**src/rtl/simple_bus_pkg.sv**
```systemverilog
// Shared types for the simple command bus target: opcode enum, queue entry and FSM states.
package simple_bus_pkg;

    localparam int CMD_W  = 4;
    localparam int ADDR_W = 16;
    localparam int WAIT_W = 4;

    typedef enum logic [CMD_W-1:0] {
        NOP  = 4'd0,
        LOAD = 4'd1,
        ADD  = 4'd2,
        XOR  = 4'd3,
        CLR  = 4'd4,
        WAIT = 4'd5
    } cmd_e;

    typedef struct packed {
        cmd_e              cmd;
        logic [ADDR_W-1:0] saddr;
    } cmd_entry_t;

    typedef enum logic {
        S_IDLE = 1'b0,
        S_HOLD = 1'b1
    } fsm_state_e;

    // Opcodes 6..15 travel through the queue as raw enum values and are rejected here.
    function automatic logic is_legal(input cmd_e c);
        return (c inside {NOP, LOAD, ADD, XOR, CLR, WAIT});
    endfunction

endpackage

```
**src/rtl/simple_bus_cmd_fifo.sv**
```systemverilog
// Command queue: power-of-two ring buffer with an extra count bit to tell full from empty.
module simple_bus_cmd_fifo
    import simple_bus_pkg::*;
#(
    parameter int  DEPTH = 4,
    localparam int PW    = (DEPTH > 1) ? $clog2(DEPTH) : 1,
    localparam int CW    = PW + 1
) (
    input  logic          clk,
    input  logic          rst_,
    input  logic          push,
    input  logic          pop,
    input  cmd_entry_t    din,
    output logic          full,
    output logic          empty,
    output logic [CW-1:0] count,
    output cmd_entry_t    head
);

    cmd_entry_t    mem [DEPTH];
    logic [PW-1:0] wr_ptr;
    logic [PW-1:0] rd_ptr;
    logic          do_push;
    logic          do_pop;

    assign full    = (count == CW'(DEPTH));
    assign empty   = (count == '0);
    assign do_push = push && !full;
    assign do_pop  = pop && !empty;
    assign head    = mem[rd_ptr];

    // Pointers wrap naturally because DEPTH is a power of two.
    always_ff @(posedge clk or negedge rst_) begin
        if (!rst_) begin
            wr_ptr <= '0;
            rd_ptr <= '0;
            count  <= '0;
        end else begin
            if (do_push) wr_ptr <= wr_ptr + PW'(1);
            if (do_pop)  rd_ptr <= rd_ptr + PW'(1);
            count <= count + CW'(do_push) - CW'(do_pop);
        end
    end

    always_ff @(posedge clk) begin
        if (do_push) mem[wr_ptr] <= din;
    end

endmodule

```
**src/rtl/simple_bus_cmd_target.sv**
```systemverilog
// Bus target: queues accepted commands and executes them in order on a 16-bit accumulator.
module simple_bus_cmd_target
    import simple_bus_pkg::*;
#(
    parameter int FIFO_DEPTH = 4,
    parameter int CNT_W      = 16
) (
    input  logic              clk,
    input  logic              rst_,
    input  logic              en,
    input  logic [CMD_W-1:0]  cmd,
    input  logic [ADDR_W-1:0] saddr,
    input  logic              done,
    output logic              stall,
    output logic [ADDR_W-1:0] acc,
    output logic              busy,
    output logic              seq_done,
    output logic [CNT_W-1:0]  cmd_count,
    output logic [CNT_W-1:0]  err_count
);

    localparam int CW = $clog2(FIFO_DEPTH) + 1;

    fsm_state_e        state, state_nxt;
    logic [WAIT_W-1:0] wait_cnt, wait_nxt;
    logic [ADDR_W-1:0] acc_nxt;
    logic [CNT_W-1:0]  cmd_count_nxt, err_count_nxt;
    logic              done_pend;
    logic              accept;
    logic              pop;
    logic              fifo_full, fifo_empty;
    logic [CW-1:0]     fifo_count;
    cmd_entry_t        push_entry, head;

    assign accept     = en && !stall;
    assign push_entry = '{cmd: cmd_e'(cmd), saddr: saddr};

    simple_bus_cmd_fifo #(.DEPTH(FIFO_DEPTH)) u_fifo (
        .clk   (clk),
        .rst_  (rst_),
        .push  (accept),
        .pop   (pop),
        .din   (push_entry),
        .full  (fifo_full),
        .empty (fifo_empty),
        .count (fifo_count),
        .head  (head)
    );

    // Stall comes only from the registered count, so a pop never frees a slot in the same cycle.
    assign stall    = fifo_full;
    assign busy     = (fifo_count != '0) || (state != S_IDLE);
    assign seq_done = done_pend && fifo_empty && (state == S_IDLE) && !accept;

    always_ff @(posedge clk or negedge rst_) begin
        if (!rst_) begin
            state     <= S_IDLE;
            wait_cnt  <= '0;
            acc       <= '0;
            cmd_count <= '0;
            err_count <= '0;
        end else begin
            state     <= state_nxt;
            wait_cnt  <= wait_nxt;
            acc       <= acc_nxt;
            cmd_count <= cmd_count_nxt;
            err_count <= err_count_nxt;
        end
    end

    always_comb begin
        state_nxt     = state;
        wait_nxt      = wait_cnt;
        acc_nxt       = acc;
        cmd_count_nxt = cmd_count;
        err_count_nxt = err_count;
        pop           = 1'b0;
        case (state)
            S_IDLE: begin
                if (!fifo_empty) begin
                    pop = 1'b1;
                    if (cmd_count != {CNT_W{1'b1}}) cmd_count_nxt = cmd_count + CNT_W'(1);
                    if (!is_legal(head.cmd) && (err_count != {CNT_W{1'b1}}))
                        err_count_nxt = err_count + CNT_W'(1);
                    case (head.cmd)
                        LOAD:    acc_nxt = head.saddr;
                        ADD:     acc_nxt = acc + head.saddr;
                        XOR:     acc_nxt = acc ^ head.saddr;
                        CLR:     acc_nxt = '0;
                        WAIT: begin
                            state_nxt = S_HOLD;
                            wait_nxt  = head.saddr[WAIT_W-1:0];
                        end
                        default: acc_nxt = acc;
                    endcase
                end
            end
            S_HOLD: begin
                if (wait_cnt == '0) state_nxt = S_IDLE;
                else                wait_nxt  = wait_cnt - WAIT_W'(1);
            end
            default: state_nxt = S_IDLE;
        endcase
    end

    // A done arriving while the pulse fires is merged into that pulse.
    always_ff @(posedge clk or negedge rst_) begin
        if (!rst_)         done_pend <= 1'b0;
        else if (seq_done) done_pend <= 1'b0;
        else if (done)     done_pend <= 1'b1;
    end

endmodule

```
**config.mk**
```make
export PLATFORM = sky130hd
export DESIGN_NAME = simple_bus_cmd_target
export DESIGN_NICKNAME = d
export VERILOG_FILES = /design/src/rtl/simple_bus_pkg.sv /design/src/rtl/simple_bus_cmd_fifo.sv /design/src/rtl/simple_bus_cmd_target.sv
export SDC_FILE = /design/constraint.sdc
export NUM_CORES = 1
export LEC_CHECK = 0
export ABC_AREA = 0
export BUFFER_PORTS_ARGS = -buffer_cell sky130_fd_sc_hd__buf_2
export CORE_UTILIZATION = 44
export DETAILED_ROUTE_END_ITERATION = 8
export HOLD_SLACK_MARGIN = 0.1
export PLACE_DENSITY = 0.75
export REMOVE_ABC_BUFFERS = 1
export SLEW_MARGIN = 10
export SYNTH_ARGS = -nofsm -noshare
export SYNTH_HDL_FRONTEND = slang
export SYNTH_SLANG_ARGS = --single-unit
export TNS_END_PERCENT = 100
```
**constraint.sdc**
```tcl
create_clock -name clk -period 5.14 [get_ports clk]
set_clock_uncertainty 0.1 [all_clocks]
set_input_delay 0.771 -clock clk [delete_from_list [all_inputs] [get_ports clk]]
set_output_delay 0.771 -clock clk [all_outputs]
set_load 0.005 [all_outputs]
```
### Word level (Yosys, flattened, before mapping)

Memory sizes are Yosys's and may differ from the RTL's.
Cells that the tools add are included.

* RAM bits: 80
* output and inout bits: 51
* memories kept: 1
* flip-flop bits (word level): 61
* input bits: 24

Memory list
* u_fifo.mem: words 4, width 20, read ports 1, clocked after Yosys merged registers in 0, wr ports 1, line simple_bus_cmd_fifo.sv:20 `cmd_entry_t mem [DEPTH];`

* $add $sub $neg: 8
* muxes and demuxes: 15
* reduce and logical (&&, ||, !) cells: 23
* bitwise logic cells: 3
* eq/ne operators: 11

Operators by type and width (number)
* case mux 16 bit (4 select lines): 1
* adder 16 x 1 -> 16 bit (second input constant): 2
* inequality test 16 bit (second input constant): 2
* adder 16 bit: 1
* bitwise XOR 16 bit: 1
* 2-to-1 mux 4 bit: 3
* AND reduction 3 bit: 4
* 2-to-1 mux 1 bit: 9
* equality test 4 x 2 -> 1 bit (second input constant): 2
* equality test 4 x 3 -> 1 bit (second input constant): 2
* logical NOT 4 bit: 2
* case mux 4 bit (2 select lines): 1
* logical AND 1 bit: 7
* nonzero test 6 bit: 1
* adder 2 x 1 -> 2 bit (second input constant): 2
* equality test 4 x 1 -> 1 bit (second input constant): 1
* logical NOT 1 bit: 4
* inequality test 2 bit (second input constant): 2
* nonzero test 4 bit: 1
* subtractor 4 x 1 -> 4 bit (second input constant): 1
* adder 3 x 1 -> 3 bit: 1
* equality test 3 bit (second input constant): 1
* logical NOT 3 bit: 1
* nonzero test 3 bit: 1
* 6 further kinds: 7

### Depth between registers and ports, before layout

* depth after elaboration: 6
* gate-level depth with buffers: 15
* gate-level depth less buffers: 12

### Modules after synthesis

From an unflattened synthesis, not the netlist that was laid out.

* cell total of the unflattened synthesis: 535
* area, all modules: 6810.3 um^2

Modules (own cells, without submodules)
* simple_bus_cmd_target: times used 1, cells an instance 389, area each 3445.8 um^2
* simple_bus_cmd_fifo: times used 1, cells an instance 146, area each 3364.5 um^2

### Worst setup path before layout

OpenSTA, ideal clock, no wires.

* kind: reg-to-reg
* start: register u_fifo.rd_ptr[0]
* end: register acc[15]
* setup slack: 1.562 ns
* setup time: 0.143 ns
* buffers on the path: 4
* cell stages (with the launch flop): 14
* data arrival time: 3.334 ns
* path through: dfrtp_1 > buf_6 > buf_2 > buf_2 > mux4_2 > ha_1 > clkbuf_1 > a21oi_1 > nor2_1 > a2111oi_0 > nand2_1 > a311oi_1 > mux2i_1 > a31oi_1

* longest elaborated chain between the ends: 4
* elaborated cells on any way between the ends: 10

Ends and longest elaborated chain
* start, declared: line simple_bus_cmd_fifo.sv:22 `logic [PW-1:0] rd_ptr;`
* start signal, assigned: line simple_bus_cmd_fifo.sv:40 `if (do_pop) rd_ptr <= rd_ptr + PW'(1);`
* memory read (4 x 20 bit) (*)
* branches (longest 3 deep; another with adder 16 bit)
* end signal, assigned: line simple_bus_cmd_target.sv:65 `acc <= acc_nxt;`
* end, declared: line simple_bus_cmd_target.sv:15 `output logic [ADDR_W-1:0] acc,`

Every way passes the cells marked *.
A chain may end at the register's enable or synchronous reset.

### Final worst setup path

Ends and elaborated chain as after synthesis.

==> results.md <==
- Status: complete, no violations
- Hold EP: err_count[6]$_DFFE_PN0P_
- Number of CTS-inserted buffers: 17
- Synth-to-Final Area Change: 17.8%
- Hold_ws: 0.379 ns
- Routed WL per cell: 17.5 µm
- Ports: 75
- N_diodes: 0
- Asr flop ratio synth: 0.433
- Row count: 44
- First-pass GRT wire length: 21900 µm
- Pwr Total: 5.31 mW
- Total number of vias: 4247
- Cells on worst reg2reg path: 9
- Hold Path Origin: err_count[6]$_DFFE_PN0P_
- Synth Area in Compound Gates: 0.0854
- Startpoint Class: flip-flop
- Cells after synthesis: 498
- Post-CTS Setup Repair Bufs: 0
- Netlist cell types: 57
- Fmax: 265 MHz
- CP max FO: 13
- Largest net degree at the start of global routing: 62
- Cts hold-fix bufs: 0
- Grt total ovfl: 0
- Fin Setup TNS: 0 ns
- Clock Sinks: 141
- Die ar.: 15500 µm²
- Dominant synthesized flop cell: edfxtp_1
- Setup violations, final: 0
- Min Clock Period, post-route: 3.77 ns
- Drc violations: 0
- Largest family of logic cells by synthesized area: simple AND/OR/NAND/NOR gates
- CTS H-Tree Depth: 4
- EDFF count, synth: 80
- Antenna Nets Post-Route: 0
- Slew @ Worst Pin: 1.14 ns
- Worst endpoint required time: 5.31 ns
- Core box area: 14600 µm²
- Hold Crit Depth: 1
- Layout cell share with drive strength beyond 1: 0.236
- Setup CP Type: reg2reg
- DRT Wirelength: 13500 µm
- Starting Density: 0.454
- Synth warn: 0
- Crit path setup slack, layout: 1.37 ns
- Worst reg2reg setup slack: 1.37 ns
- Ranking of synthesized cells by area: edfxtp_1 (36%), dfrtp_1 (23%), mux4_2 (6.5%)
- RR Endpoint: acc[15]$_DFFE_PN0P_
- Vias/cell: 5.49
- Final slew viol count: 0
- Post-DP Area: 7160 µm²
- CP peak stage delay: 0.85 ns
- CP Capture Type: flip-flop
- Simple-gate share of the synthesized area: 0.103
- CP arrival: 3.94 ns
- Rel. slew slack: 0.240
- Most frequent cells in the layout: edfxtp_1 (80), buf_2 (74), dfrtp_1 (61)
- PwrDens: 680 nW/µm²
- Finished Layout Cells: 774
- Clk slew on worst S/H paths: 0.06 ns
- Max cap viols: 0
- RR Startpoint: u_fifo.rd_ptr[0]$_DFFE_PN0P_
- Die Ht: 125 µm
- Post-synthesis mux area share: 0.0818
- # port buffers: 74
- Initial antenna violation count: 0
- First-pass iteration count of the detailed router: 4
- Detail Placement HPWL: 8980 µm
- Die width: 125 µm
- CTS tree: yes
- DP Worst Slack: 1.38 ns
- Min-delay worst type: reg2reg
- Mapped cell area: 6620 µm²
- Peak VDD IR: 369 µV
- Placed Cells: 742
- Delay-heaviest family, CP: compound AO/OA/AOI/OAI gates
- Drt initial violations: 308
- CP cell instances: mux4_2, ha_1, a21oi_1, nor2_1, a2111oi_0, nand2_1, a311oi_1, mux2i_1, a31oi_1
- Final worst-path cycle share: 0.733
- Adder-cell area share of the yosys netlist: 0.0533
- WP buf/inv: 0
- Area share of the largest cell type after synthesis: 0.363
- Placer Congestion: 0.908
- Final hold vios: 0
- Clk_lat worst skew: 0.42 ns
- Post-Syn Area per Cell: 13.3 µm²
- Final #Nets: 628
- Synth Register Bits: 141
- Root Buffer: clkbuf_16
- Seq/Total Area, Yosys: 0.593
- Util after Layout: 0.535
- Xor-xnor portion of the synthesized cell area: 0.0608
- Post-CTS Resized: 0
- Most common cell after layout, fill and taps aside: edfxtp_1
- GRT Total Usage: 0.183
- Unrepaired setup endpoints after global routing: false
- Cell area after layout: 7800 µm²
- Number of global-route vias before repair: 4275
- Pleak: 3.18 nW
- Clk buf depth: 2
- Yosys top cell by area: edfxtp_1
- CP max-delay cell: dfrtp_1
worst register-to-register path, stage by stage (launching register included):
cell and delay, ns:
dfrtp_1 0.85, mux4_2 0.62, ha_1 0.34, a21oi_1 0.25, nor2_1 0.08, a2111oi_0 0.52, nand2_1 0.17, a311oi_1 0.36
mux2i_1 0.24, a31oi_1 0.10
report_power, final:
group / switching, mW / internal [mW]
registers: 0.244 / 1.52
logic: 1.25 / 0.963
clock network: 0.471 / 0.861
total: 1.97 / 3.34
how the worst max path moves through the flow:
| stage | from | slack (ns) | cells past startpoint | to |
|---|---|---|---|---|
| floorplan | u_fifo.rd_ptr[0]$_DFFE_PN0P_ | 1.51 | 9 | acc[15]$_DFFE_PN0P_ |
| global placement | u_fifo.rd_ptr[0]$_DFFE_PN0P_ | 1.48 | 9 | acc[15]$_DFFE_PN0P_ |
| detailed placement | u_fifo.rd_ptr[0]$_DFFE_PN0P_ | 1.38 | 9 | acc[15]$_DFFE_PN0P_ |
| CTS | u_fifo.rd_ptr[0]$_DFFE_PN0P_ | 1.36 | 9 | acc[15]$_DFFE_PN0P_ |
| global route | u_fifo.rd_ptr[0]$_DFFE_PN0P_ | 1.04 | 9 | acc[15]$_DFFE_PN0P_ |
| finish | u_fifo.rd_ptr[0]$_DFFE_PN0P_ | 1.37 | 9 | acc[15]$_DFFE_PN0P_ |
Yosys cell counts, drive strengths merged, types with 4 or more instances:
cell    number
inv         17
or2          4
mux2i        8
a21o         5
xnor2       33
nand3       14
o21ai       24
nand2       44
a22oi       10
nor2        26
and2        12
dfrtp       61
buf          8
clkbuf       9
and3         5
o31ai        4
a21oi       16
mux4        19
nand4        9
nor2b        9
ha          25
xor2        13
edfxtp      80
metal layers:
metal  routed length, µm  vias up  GRT usage
li1                    -     1992          -
met1                5790     2097      0.229
met2                6780      133      0.300
met3                 587       25     0.0434
met4                 346        0     0.0872
met5                   0        -          0
area by class of cell:
type | instances | area, µm²
Sequential cell | 141 | 3930
Timing Repair Buffer | 77 | 393
Multi-Input combinational cell | 323 | 2540
Clock buffer | 17 | 425
Inverter | 17 | 63.8
Clock inverter | 15 | 219
Tap cell | 184 | 230
Fill cell | 1164 | 6790
flip-flops by register name, summed over array words and instances (netlist names):
| register | cells |
|---|---|
| wait_cnt | 4 |
| done_pend | 1 |
| state | 1 |
| cmd_count | 16 |
| err_count | 16 |
| u_fifo.count | 3 |
| u_fifo.rd_ptr | 2 |
| u_fifo.wr_ptr | 2 |
| u_fifo.mem | 80 |
| acc | 16 |
cells by family after synthesis:
kind of cell,after synthesis
DFF,141
and+or+nand+nor,135
AOI/OAI and AO/OA,85
xor gates and xnor gates,46
buffers and inverters,34
muxes,30
adders and majority gates,27
Power figures use the tool's default switching activity.
